`src/rtl/lcd_pixel_source.sv`:
```
// rtl/lcd_pixel_source.sv - raster-order RGB565 test-pattern source for the SPI LCD stage
//
// Produces one full frame of pixels (x fastest, then y) per streaming window,
// then idles for GAP_CYCLES clocks before the next frame if enable_i is still high.
//
// Ports:
//   clk_i            system clock
//   reset_i          synchronous reset, active-high
//   enable_i         level; 1 = keep generating frames
//   pattern_sel_i    0 solid, 1 colour bars, 2 gradient, 3 wipe
//   solid_color_i    RGB565 colour used by pattern 0
//   pix_data_o       RGB565 pixel
//   pix_valid_o      pix_data_o / pix_x_o / pix_y_o valid
//   pix_ready_i      downstream accepts when pix_valid_o & pix_ready_i
//   pix_x_o          x of presented pixel
//   pix_y_o          y of presented pixel
//   frame_start_o    high with pixel (0,0) while valid
//   frame_done_o     one-cycle pulse after the last pixel is accepted
//   frame_count_o    completed frames, wrapping
module lcd_pixel_source #(
    parameter int H_PIXELS   = 240,
    parameter int V_PIXELS   = 135,
    parameter int STEP_MAX   = 6,
    parameter int GAP_CYCLES = 16
) (
    input  logic        clk_i,
    input  logic        reset_i,
    input  logic        enable_i,
    input  logic [1:0]  pattern_sel_i,
    input  logic [15:0] solid_color_i,
    output logic [15:0] pix_data_o,
    output logic        pix_valid_o,
    input  logic        pix_ready_i,
    output logic [8:0]  pix_x_o,
    output logic [8:0]  pix_y_o,
    output logic        frame_start_o,
    output logic        frame_done_o,
    output logic [15:0] frame_count_o
);

    localparam int              GW       = $clog2(GAP_CYCLES) + 1;
    localparam logic [8:0]      X_LAST   = 9'(H_PIXELS - 1);
    localparam logic [8:0]      Y_LAST   = 9'(V_PIXELS - 1);
    localparam logic [8:0]      H9       = 9'(H_PIXELS);
    localparam logic [8:0]      STEP9    = 9'(STEP_MAX);
    localparam logic [8:0]      BAR_W    = 9'(H_PIXELS / 8);
    localparam logic [GW-1:0]   GAP_LAST = GW'(GAP_CYCLES - 1);

    typedef enum logic [1:0] {
        S_IDLE   = 2'd0,
        S_STREAM = 2'd1,
        S_GAP    = 2'd2
    } state_t;

    state_t         state_q, state_d;
    logic           valid_q, valid_d;
    logic [8:0]     x_q, x_d;
    logic [8:0]     y_q, y_d;
    logic [15:0]    data_q, data_d;
    logic           fs_q, fs_d;
    logic           fd_q, fd_d;
    logic [15:0]    count_q, count_d;
    logic [8:0]     wpos_q, wpos_d;
    logic           wdir_q, wdir_d;     // 0 = up, 1 = down
    logic [8:0]     wstep_q, wstep_d;
    logic [GW-1:0]  gap_q, gap_d;
    logic [1:0]     pat_q, pat_d;
    logic [15:0]    solid_q, solid_d;
    logic           start_frame;

    function automatic logic [15:0] pixel_of(input logic [1:0]  pat,
                                             input logic [15:0] solid,
                                             input logic [8:0]  x,
                                             input logic [8:0]  y,
                                             input logic [8:0]  wpos);
        logic [8:0]  bar;
        logic [15:0] px;
        bar = x / BAR_W;
        if (bar > 9'd7) begin
            bar = 9'd7;
        end
        px = 16'h0000;
        case (pat)
            2'd0: px = solid;
            2'd1: begin
                case (bar[2:0])
                    3'd0:    px = 16'hFFFF;
                    3'd1:    px = 16'hFFE0;
                    3'd2:    px = 16'h07FF;
                    3'd3:    px = 16'h07E0;
                    3'd4:    px = 16'hF81F;
                    3'd5:    px = 16'hF800;
                    3'd6:    px = 16'h001F;
                    default: px = 16'h0000;
                endcase
            end
            2'd2:    px = {x[7:3], y[5:0], x[7:3]};
            default: px = (x < wpos) ? 16'h07E0 : 16'h001F;
        endcase
        return px;
    endfunction

    always_comb begin
        state_d     = state_q;
        valid_d     = valid_q;
        x_d         = x_q;
        y_d         = y_q;
        data_d      = data_q;
        fs_d        = fs_q;
        fd_d        = 1'b0;
        count_d     = count_q;
        wpos_d      = wpos_q;
        wdir_d      = wdir_q;
        wstep_d     = wstep_q;
        gap_d       = gap_q;
        pat_d       = pat_q;
        solid_d     = solid_q;
        start_frame = 1'b0;

        case (state_q)
            S_IDLE: begin
                if (enable_i) begin
                    start_frame = 1'b1;
                end
            end
            S_STREAM: begin
                if (valid_q && pix_ready_i) begin
                    fs_d = 1'b0;
                    if (x_q != X_LAST) begin
                        x_d = x_q + 9'd1;
                    end else if (y_q != Y_LAST) begin
                        x_d = 9'd0;
                        y_d = y_q + 9'd1;
                    end else begin
                        state_d = S_GAP;
                        valid_d = 1'b0;
                        x_d     = 9'd0;
                        y_d     = 9'd0;
                        fd_d    = 1'b1;
                        count_d = count_q + 16'd1;
                        gap_d   = '0;
                        // Compare before add/sub so the 9-bit position never wraps.
                        if (!wdir_q) begin
                            if (wpos_q >= H9 - wstep_q) begin
                                wpos_d = H9;
                                wdir_d = 1'b1;
                            end else begin
                                wpos_d = wpos_q + wstep_q;
                            end
                        end else begin
                            if (wpos_q <= wstep_q) begin
                                wpos_d  = 9'd0;
                                wdir_d  = 1'b0;
                                wstep_d = (wstep_q == STEP9) ? 9'd1 : wstep_q + 9'd1;
                            end else begin
                                wpos_d = wpos_q - wstep_q;
                            end
                        end
                    end
                    // Next pixel is precomputed so pix_data stays a register output.
                    data_d = pixel_of(pat_q, solid_q, x_d, y_d, wpos_q);
                end
            end
            S_GAP: begin
                if (gap_q == GAP_LAST) begin
                    gap_d = '0;
                    if (enable_i) begin
                        start_frame = 1'b1;
                    end else begin
                        state_d = S_IDLE;
                    end
                end else begin
                    gap_d = gap_q + 1'b1;
                end
            end
            default: state_d = S_IDLE;
        endcase

        // Pattern and colour are sampled only here, so mid-frame changes are ignored.
        if (start_frame) begin
            state_d = S_STREAM;
            valid_d = 1'b1;
            x_d     = 9'd0;
            y_d     = 9'd0;
            fs_d    = 1'b1;
            pat_d   = pattern_sel_i;
            solid_d = solid_color_i;
            data_d  = pixel_of(pattern_sel_i, solid_color_i, 9'd0, 9'd0, wpos_q);
        end
    end

    always_ff @(posedge clk_i) begin
        if (reset_i) begin
            state_q <= S_IDLE;
            valid_q <= 1'b0;
            x_q     <= 9'd0;
            y_q     <= 9'd0;
            data_q  <= 16'h0000;
            fs_q    <= 1'b0;
            fd_q    <= 1'b0;
            count_q <= 16'h0000;
            wpos_q  <= 9'd0;
            wdir_q  <= 1'b0;
            wstep_q <= 9'd1;
            gap_q   <= '0;
            pat_q   <= 2'd0;
            solid_q <= 16'h0000;
        end else begin
            state_q <= state_d;
            valid_q <= valid_d;
            x_q     <= x_d;
            y_q     <= y_d;
            data_q  <= data_d;
            fs_q    <= fs_d;
            fd_q    <= fd_d;
            count_q <= count_d;
            wpos_q  <= wpos_d;
            wdir_q  <= wdir_d;
            wstep_q <= wstep_d;
            gap_q   <= gap_d;
            pat_q   <= pat_d;
            solid_q <= solid_d;
        end
    end

    assign pix_data_o    = data_q;
    assign pix_valid_o   = valid_q;
    assign pix_x_o       = x_q;
    assign pix_y_o       = y_q;
    assign frame_start_o = fs_q;
    assign frame_done_o  = fd_q;
    assign frame_count_o = count_q;

endmodule

```
`config.mk`:
```
export PLATFORM = sky130hd
export DESIGN_NAME = lcd_pixel_source
export DESIGN_NICKNAME = d
export VERILOG_FILES = /design/src/rtl/lcd_pixel_source.sv
export SDC_FILE = /design/constraint.sdc
export NUM_CORES = 1
export LEC_CHECK = 0
export BUFFER_PORTS_ARGS = -buffer_cell sky130_fd_sc_hd__buf_2
export CORE_ASPECT_RATIO = 1.4
export CORE_UTILIZATION = 40
export DETAILED_ROUTE_END_ITERATION = 7
export SLEW_MARGIN = 20
export SYNTH_ARGS = -nofsm -noshare
export SYNTH_HDL_FRONTEND = slang
export SYNTH_SLANG_ARGS = --single-unit
```
`constraint.sdc`:
```
create_clock -name clk_i -period 3 [get_ports clk_i]
set_input_delay 0.15 -clock clk_i [delete_from_list [all_inputs] [get_ports clk_i]]
set_output_delay 0.15 -clock clk_i [all_outputs]
set_load 0.01 [all_outputs]
```
==> results of run 1 <==
==> metal layers <==
metal,up-vias,GRT usage,part of all wire
li1,3199,-,-
met1,2993,0.2659,0.40
met2,126,0.4424,0.54
met3,29,0.03528,0.032
met4,0,0.1061,0.030
met5,-,0,0
==> layout make-up <==
| class | instances | area share |
|---|---|---|
| Inverter | 40 | 0.01918 |
| Clock inverter | 6 | 0.006289 |
| Clock buffer | 10 | 0.03003 |
| Sequential cell | 97 | 0.2451 |
| Tap cell | 196 | 0.03082 |
| Timing Repair Buffer | 161 | 0.1286 |
| Multi-Input combinational cell | 656 | 0.5399 |
==> power by group <==
| group | switching [uW] | internal (uW) | leakage (uW) |
|---|---|---|---|
| logic | 145 | 90.3 | 0.00248 |
| registers | 26.7 | 1320 | 0.000789 |
| clock network | 551 | 597 | 0.000138 |
==> synth_stat cells (4+ instances only) <==
master,n,area [um^2]
clkbuf_1,34,127.6
and2_1,5,31.28
nand2_1,125,469.2
a41oi_1,5,43.79
buf_2,4,20.02
xor2_1,22,192.7
buf_1,4,15.01
a31oi_1,11,68.82
inv_1,36,135.1
nand2b_1,9,56.30
a22oi_1,5,37.54
xnor2_1,27,236.5
nor3_1,23,115.1
nor2_1,79,296.5
a221oi_1,7,61.31
o21ai_0,46,230.2
and3_1,12,75.07
o21a_1,9,67.56
mux2i_1,8,80.08
dfxtp_1,97,1942
a21oi_1,83,415.4
o21bai_1,4,30.03
a211oi_1,11,82.58
a21o_1,8,60.06
nand3_1,28,140.1
ha_1,42,525.5
nand4_1,13,81.33
nor2b_1,7,43.79
==> kinds of logic after synthesis <==
family          after synthesis  synth area share
simple gates                330            0.2447
compound gates              223            0.2200
flops                        97            0.3065
buf+inv                      84           0.05274
xor+xnor                     51           0.07407
fa+ha+maj                    44           0.08927
mux                           8           0.01264
==> metrics by stage <==
step,setup slack [ps],instances,hold WS (ps),TNS [ps]
6_report,31.24,1166,37.70,0
2_1_floorplan,-119.0,837,286.0,-1015
4_1_cts,5.460,1164,27.11,0
3_5_place_dp,-161.7,1148,408.5,-1604
3_3_place_gp,-96.61,1148,404.7,-850.9
5_1_grt,-101.5,1166,45.97,-1019
==> state kept, by name, summed over array words and instances, names as in the netlist, 5 cells and up <==
signal         count
frame_count_o     16
gap_q              5
pix_data_o        16
pix_x_o            9
pix_y_o            9
solid_q           16
wpos_q             9
wstep_q            9
==> tightest hold or removal path, delay by kind of cell <==
| kind | cells | cell delay (ps) |
|---|---|---|
| buf+inv | 1 | 100 |
| compound gates | 1 | 50 |
| simple gates | 1 | 50 |
==> worst max-delay path by stage <==
stage	end	slack (ps)	depth (start not counted)
3_5_place_dp	pix_data_o[1]$_SDFFE_PP0P_	-160	14
2_1_floorplan	pix_data_o[0]$_SDFFE_PP0P_	-120	14
4_1_cts	pix_data_o[5]$_SDFFE_PP0P_	5	15
5_1_grt	pix_data_o[8]$_SDFFE_PP0P_	-100	15
3_3_place_gp	pix_data_o[2]$_SDFFE_PP0P_	-100	14
6_report	pix_data_o[8]$_SDFFE_PP0P_	30	15
==> timing repair <==
action / CTS / global route
setup buffers: 0 / 2
hold endpoints to repair: 0 / 0
pin swaps: 4 / 15
hold buffers: 0 / 0
resized for setup: 9 / 34
setup endpoints to repair: 22 / 29
==> flow_summary_export.csv, run 1 <==
group,metric,value,unit
worst_setup_path,worst_setup_path_start_kind,"flop",
timing,finalSetupViolCount,0,
status,violations,"design-rule violations",
min_path,hold-path-endpoint,"solid_q[11]$_SDFFE_PP0P_",
worst_setup_path,crit_chain,"ha_4 -> and3_4 -> and2_1 -> or4_4 -> inv_4 -> ha_4 -> a21o_1 -> a211o_1 -> nor2_1 -> o21a_1 -> nor3_2 -> a31oi_2 -> buf_4 -> a221oi_1 -> nor2_1",
die,initial_core_util,0.4076,
min_path,whs_path_depth,3,
min_path,min-delay-start,"solid_color_i[11]",
worst_setup_path,r2r-end,"pix_data_o[8]$_SDFFE_PP0P_",
grt,grt_max_degree,28,
yosys,ys_warn_count,0,
clock_network,worstSkewPairLatency,350,ps
clock_network,cts_buffer_depth,2,
worst_setup_path,max_stage_delay,490,ps
worst_setup_path,cpLargestDelayFamily,"simple AND/OR/NAND/NOR gates",
yosys,ys_seq_elements,97,
routing,firstDrtPassIters,7,
power,leakage,0.003409,uW
routing,ant_nets,0,
layout,fillers,1598,
yosys,synth_nets,903,
layout,mostFrequentLayoutCell,"nand2_1",
grt,antenna_found_initial,0,
worst_setup_path,crit_start,"pix_x_o[0]$_SDFFE_PP0P_",
layout,areaGrowthSynthToFinish,25.62,%
power,power-per-cell-area,343.0,mW/mm^2
layout,drive_above_1_share,0.2361,
timing,finalMaxSlewViolations,0,
clock_network,clkTransAtPathRegs,70,ps
timing,clock-skew-final,9.145,ps
die,rows,54,
yosys,ys_types,72,
timing,slew_headroom,0.5260,
grt,grt_overflow,0,
die,die_y,150.9,um
clock_network,cts_inserted_buffers,9,
worst_setup_path,critical_path_class,"reg2reg",
layout,mostFrequentLayoutCells,"nand2_1 (125), dfxtp_1 (92), buf_4 (87), a21oi_1 (81), nor2_1 (77)",
clock_network,tritoncts,"done",
layout,final_core_util,0.5121,
grt,grt_pass1_wl,30350,um
grt,first_global_vias,6263,
timing,rsz0062_at_grt,"true",
timing,tightest_slew,710.1,ps
worst_setup_path,rrSetupSlack,30,ps
routing,drcViolationCount,1,
placement,place.gp.congestion,0.9395,
die,dieWidth,108.4,um
worst_setup_path,slowest_stage,"or4_4",
yosys,synth-edff-count,0,
placement,place_area,0.007482,mm^2
die,die_area,0.01635,mm^2
worst_setup_path,cp.required,3230,ps
yosys,seq_area_frac_synth,0.3065,
routing,vias_per_cell,5.443,
timing,final.period_utilization,0.9896,
worst_setup_path,end_kind,"flop",
timing,period_needed,2969,ps
layout,finalInstanceArea,0.007958,mm^2
worst_setup_path,arrival,3200,ps
yosys,synth_cells,837,
die,io_pins,75,
clock_network,cts.root.buffer_cell,"clkbuf_16",
clock_network,htree_num_levels,3,
routing,routed_wl,18770,um
worst_setup_path,reg2reg_from,"pix_x_o[0]$_SDFFE_PP0P_",
routing,vias,6347,
worst_setup_path,path_buf_inv,2,
timing,hold_viol,0,
status,status,"finished, violations left",
placement,port_buffers,74,
min_path,min_path_type,"in2reg",
yosys,synthArstFlopShare,0,
layout,area.sequential,0.001951,mm^2
power,power,2730,uW
worst_setup_path,reg2regPathDepth,15,
routing,post_drt_wl_per_cell,16.09,um
yosys,syn_area,0.006335,mm^2
routing,drt_iter0_drc,239,
flow_run,maxCapViolations,0,
worst_setup_path,crit_path_max_fanout,7,
layout,antenna_cells,0,
clock_network,cts.sinks,97,
timing,fmax,0.3368,GHz
layout,nNetsFinal,1031,
layout,multi_input_area,0.004297,mm^2
die,core-area,0.01554,mm^2
grt,grt_usage,0.2386,
yosys,avgSynthCellArea,7.568,um^2
placement,dp_hpwl,14320,um
yosys,synth_ff_type,"dfxtp_1",
power,peakVddDrop,0.2327,mV
Power figures use the tool's default switching activity.
==> inputs of run 2 (changes only) <==
--- a/config.mk
+++ b/config.mk
@@ -6,7 +6,7 @@
 export NUM_CORES = 1
 export LEC_CHECK = 0
 export BUFFER_PORTS_ARGS = -buffer_cell sky130_fd_sc_hd__buf_2
-export CORE_ASPECT_RATIO = 1.4
+export CORE_ASPECT_RATIO = 0.8
 export CORE_UTILIZATION = 40
 export DETAILED_ROUTE_END_ITERATION = 7
 export SLEW_MARGIN = 20
==> run 2 against run 1 <==
  * The run now ends clean
  * Design area grew 2.3%
  * First-iteration DRC count grew 80%
  * Register-to-register slack is essentially flat
  * Sequential power is essentially flat
  * Critical path type unchanged
  * Critical endpoint is now pix_data_o[3]$_SDFFE_PP0P_
==> flow_summary_export.csv, run 2 (synthesis results as in run 1) <==
group,metric,value,unit
clock_network,cts_buffer_depth,2,
worst_setup_path,cp.required,3250,ps
clock_network,cts.root.buffer_cell,"clkbuf_16",
power,power-per-cell-area,345.1,mW/mm^2
clock_network,clkTransAtPathRegs,70,ps
die,core-area,0.01526,mm^2
min_path,min_path_type,"in2reg",
timing,rsz0062_at_grt,"true",
routing,vias,6392,
layout,nNetsFinal,1034,
power,leakage,0.003465,uW
die,die_y,114.6,um
grt,grt_max_degree,55,
clock_network,cts_inserted_buffers,9,
layout,mostFrequentLayoutCells,"nand2_1 (122), dfxtp_1 (91), buf_4 (86), a21oi_1 (81)",
power,peakVddDrop,0.2427,mV
timing,hold_viol,0,
die,die_area,0.01635,mm^2
routing,firstDrtPassIters,5,
placement,pre_cts_ws,-126.1,ps
worst_setup_path,crit_path_max_fanout,5,
clock_network,cts_hold_buf,0,
timing,final.period_utilization,0.9926,
worst_setup_path,end_kind,"flop",
routing,routed_wl,18760,um
flow_run,maxCapViolations,0,
grt,grt_util_met2,0.3229,
grt,antenna_found_initial,0,
worst_setup_path,worst_setup_path_start_kind,"flop",
grt,first_global_vias,5784,
grt,grt_pass1_wl,30390,um
clock_network,htree_num_levels,3,
die,dieWidth,142.7,um
timing,clock-skew-final,5.093,ps
grt,grt_usage,0.2363,
clock_network,cts.sinks,97,
worst_setup_path,max_stage_delay,550,ps
grt,grt_overflow,0,
grt,grt-busiest-layer,"met1",
layout,antenna_cells,0,
timing,fmax,0.3358,GHz
layout,drive_above_1_share,0.2580,
routing,ant_nets,0,
grt,grt_use_met1,0.3764,
routing,drt_iter0_drc,431,
placement,port_buffers,74,
clock_network,tritoncts,"done",
routing,drcViolationCount,0,
die,rows,40,
die,io_pins,75,
layout,fillers,1515,
timing,finalSetupViolCount,0,
worst_setup_path,crit_chain,"ha_4 -> and3_4 -> and2_1 -> or4_4 -> a211oi_4 -> o211ai_2 -> ha_2 -> nand2_2 -> o2111ai_2 -> or4b_4 -> nand4_4 -> nand2_1",
worst_setup_path,arrival,3230,ps
status,status,"finished, final reports clean",
timing,finalMaxSlewViolations,0,
layout,mostFrequentLayoutCell,"nand2_1",
worst_setup_path,critical_path_class,"reg2reg",
timing,setup_ws,22.07,ps
timing,tightest_slew,787.8,ps
routing,post_drt_wl_per_cell,15.86,um
timing,period_needed,2978,ps
grt,met3_usage,0.03346,
die,initial_core_util,0.4150,
worst_setup_path,slowest_stage,"or4b_4",
placement,dp_hpwl,13850,um
placement,place.gp.congestion,0.8901,
timing,slew_headroom,0.4742,
power,power,2809,uW
clock_network,worstSkewPairLatency,360,ps
layout,areaGrowthSynthToFinish,28.52,%
routing,vias_per_cell,5.403,
==> run 2: cell count changes in the layout (fill, tap and decap cells not counted), moves of 3 or more <==
cell,delta
buf_6,+3
nand2_1,-3
nand2_2,+3
nor2_1,-3
==> run 2: where the power goes <==
part	switching (uW)	internal (uW)	total, uW
clock	561	665	1230
sequential	28.6	1320	1350
combinational	147	88.4	236
==> run 2: metrics by stage <==
| stage | cells | instance area, um^2 | hold slack [ps] | utilization | setup TNS (ps) |
|---|---|---|---|---|---|
| 2_1_floorplan | 837 | 6415 | 286.0 | - | -1015 |
| 3_5_place_dp | 1157 | 7477 | 408.2 | 0.4898 | -1270 |
| 6_report | 1183 | 8142 | 37.65 | 0.5334 | 0 |
| 5_1_grt | 1183 | 8142 | 34.88 | 0.5334 | -825.2 |
| 4_1_cts | 1173 | 7830 | 28.98 | 0.5130 | 0 |
| 3_3_place_gp | 1157 | 7475 | 405.8 | 0.4897 | -545.1 |
==> run 2: final cells by class <==
cell class,count,area [um^2],share of cell area
Clock inverter,7,85.08,0.01045
Clock buffer,9,225.2,0.02766
Timing Repair Buffer,164,1070,0.1314
Tap cell,210,262.8,0.03227
Multi-Input combinational cell,656,4389,0.5391
Sequential cell,97,1954,0.2400
Inverter,40,155.1,0.01906
==> run 2: timing repair <==
| item | 4_1_cts | 5_1_grt |
|---|---|---|
| pin swaps | 3 | 17 |
| setup endpoints to repair | 20 | 34 |
| gates resized for setup | 9 | 61 |
| buffers inserted | 0 | 11 |
==> run 2: final timing paths <==
kind,slack (ps),endpoint,cells after the start,from
worst min register to register,460,solid_q[13]$_SDFFE_PP0P_,2,solid_q[13]$_SDFFE_PP0P_
worst min-delay path,40,solid_q[11]$_SDFFE_PP0P_,3,solid_color_i[11]
worst max-delay path,20,pix_data_o[3]$_SDFFE_PP0P_,12,pix_x_o[0]$_SDFFE_PP0P_
worst max register to register,20,pix_data_o[3]$_SDFFE_PP0P_,12,pix_x_o[0]$_SDFFE_PP0P_
==> run 2: per-layer routing <==
| layer | up-vias | share of wire |
|---|---|---|
| met4 | 0 | 0.013 |
| li1 | 3208 | - |
| met3 | 18 | 0.052 |
| met5 | - | 0 |
| met2 | 166 | 0.40 |
| met1 | 3000 | 0.54 |
==> run 2: critical path, delay by kind of cell (launching register included) <==
family / cells / cell delay, ps
DFF: 1 / 350
adders and majority gates: 2 / 380
AOI/OAI and AO/OA: 3 / 510
and+or+nand+nor: 7 / 1620
==> inputs of run 3 (changes only) <==
--- a/config.mk
+++ b/config.mk
@@ -7,8 +7,9 @@
 export LEC_CHECK = 0
 export BUFFER_PORTS_ARGS = -buffer_cell sky130_fd_sc_hd__buf_2
 export CORE_ASPECT_RATIO = 0.8
-export CORE_UTILIZATION = 40
+export CORE_UTILIZATION = 54
 export DETAILED_ROUTE_END_ITERATION = 7
+export PLACE_DENSITY = 0.78
 export SLEW_MARGIN = 20
 export SYNTH_ARGS = -nofsm -noshare
 export SYNTH_HDL_FRONTEND = slang
==> run 3 against run 2 <==
  * The flow now finishes with violations (negative setup slack)
  * Sequential power about the same
  * Non-clock buffer count decreased by 10
  * Core utilization increased by 18 points
  * First-iteration DRC count increased by 19%
==> flow_summary_export.csv, run 3 (synthesis results as in run 1) <==
group,metric,value,unit
grt,grt_usage,0.3024,
clock_network,worstSkewPairLatency,360,ps
placement,place.gp.congestion,0.9283,
timing,period_needed,3024,ps
grt,antenna_found_initial,0,
grt,grt_max_degree,41,
die,io_pins,75,
timing,slew_headroom,0.4835,
power,peakVddDrop,0.2801,mV
layout,nNetsFinal,1024,
timing,clock-skew-final,5.876,ps
routing,vias_per_cell,5.957,
flow_run,maxCapViolations,0,
timing,setup_tns,-53.96,ps
layout,fillers,900,
die,die_area,0.01217,mm^2
clock_network,cts.sinks,97,
timing,hold_viol,0,
grt,first_global_vias,5830,
clock_network,cts_buffer_depth,2,
power,leakage,0.003413,uW
routing,routed_wl,18860,um
timing,finalSetupViolCount,6,
timing,final.period_utilization,1.008,
routing,firstDrtPassIters,6,
routing,drt_iter0_drc,515,
routing,drcViolationCount,0,
layout,mostFrequentLayoutCell,"nand2_1",
clock_network,htree_num_levels,3,
layout,mostFrequentLayoutCells,"nand2_1 (123), dfxtp_1 (90), a21oi_1 (82), nor2_1 (75), buf_4 (75)",
min_path,min_path_type,"in2reg",
layout,antenna_cells,0,
grt,grt_pass1_wl,29130,um
timing,rsz0062_at_grt,"true",
timing,setup_ws,-23.94,ps
worst_setup_path,critical_path_class,"reg2reg",
routing,post_drt_wl_per_cell,17.04,um
die,rows,34,
layout,final_core_util,0.7153,
die,die_y,98.88,um
die,initial_core_util,0.5684,
worst_setup_path,crit_path_max_fanout,5,
worst_setup_path,worst_setup_path_start_kind,"flop",
placement,port_buffers,74,
worst_setup_path,cp.required,3240,ps
routing,ant_nets,0,
timing,finalMaxSlewViolations,0,
status,violations,"negative setup slack",
power,power-per-cell-area,352.7,mW/mm^2
placement,place_area,0.007307,mm^2
status,status,"finished, violations left",
timing,tightest_slew,774.7,ps
layout,finalInstanceArea,0.007973,mm^2
clock_network,clkTransAtPathRegs,80,ps
clock_network,cts_inserted_buffers,9,
worst_setup_path,end_kind,"flop",
worst_setup_path,arrival,3270,ps
placement,dp_hpwl,13110,um
die,core-area,0.01115,mm^2
clock_network,tritoncts,"done",
layout,drive_above_1_share,0.2471,
grt,grt_overflow,0,
layout,areaGrowthSynthToFinish,25.85,%
timing,fmax,0.3307,GHz
clock_network,cts.root.buffer_cell,"clkbuf_16",
routing,vias,6594,
die,dieWidth,123.1,um
run 3: changes by cell type in the layout (fill, tap and decap cells not counted), moves of 2 or more:
cell     before  now
o21ai_0      38   36
nand2_2       3    1
nor2_2        4    2
o21ai_1       7   10
a31oi_1       8   10
ha_4          2    4
buf_4        86   75
nand3_2       3    1
buf_6         3    5
ha_1         39   37
run 3: cell type report:
class                           instances  area [um^2]  area share
Clock buffer                           10        250.2     0.03139
Clock inverter                          6        66.31    0.008318
Inverter                               40        155.1     0.01946
Multi-Input combinational cell        656         4375      0.5488
Sequential cell                        97         1956      0.2453
Tap cell                              144        180.2     0.02260
Timing Repair Buffer                  154        989.7      0.1241
run 3: per-layer routing:
layer	up-vias	GRT usage	share of wire
met5	-	0	0
met4	0	0.07414	0.016
met3	39	0.06655	0.080
met2	278	0.4408	0.43
met1	3096	0.4474	0.47
li1	3181	-	-
run 3: metrics by stage:
step | worst slack, ps | hold slack (ps) | std cells | total power (uW)
floorplan | -119.0 | 286.0 | 837 | 1511
global route | -152.7 | 48.20 | 1107 | 2899
detailed placement | -103.3 | 407.5 | 1082 | 1602
global placement | -41.55 | 403.8 | 1082 | 1599
CTS | 0.1323 | 37.39 | 1100 | 2809
finish | -23.94 | 39.36 | 1107 | 2812
run 3: what timing repair did:
| action | in CTS | in global routing |
|---|---|---|
| hold buffers | 0 | 0 |
| gates resized for setup | 18 | 56 |
| setup buffers | 2 | 8 |
| setup endpoints to repair | 25 | 34 |
| pin swaps | 8 | 27 |
run 3: power breakdown:
part           switching (uW)  internal, uW
sequential               26.7          1320
combinational             151          86.3
clock                     587           642
run 3: worst paths after layout:
path / start / to / slack (ps) / cells after the start
max: pix_x_o[3]$_SDFFE_PP0P_ / pix_data_o[3]$_SDFFE_PP0P_ / -20 / 13
min: solid_color_i[15] / solid_q[15]$_SDFFE_PP0P_ / 40 / 3
max reg2reg: pix_x_o[3]$_SDFFE_PP0P_ / pix_data_o[3]$_SDFFE_PP0P_ / -20 / 13
min reg2reg: frame_start_o$_SDFFE_PP0P_ / frame_start_o$_SDFFE_PP0P_ / 460 / 2
run 3: critical path: stages, from the launching register on:
cell	delay, ps
dfxtp_2	340
nor4bb_4	180
buf_4	140
and2_4	140
or4_4	500
buf_4	180
nor2_2	160
nand4_1	140
o211ai_2	110
ha_2	270
nor2b_2	60
or4b_4	520
nand4_4	110
nand2_1	70
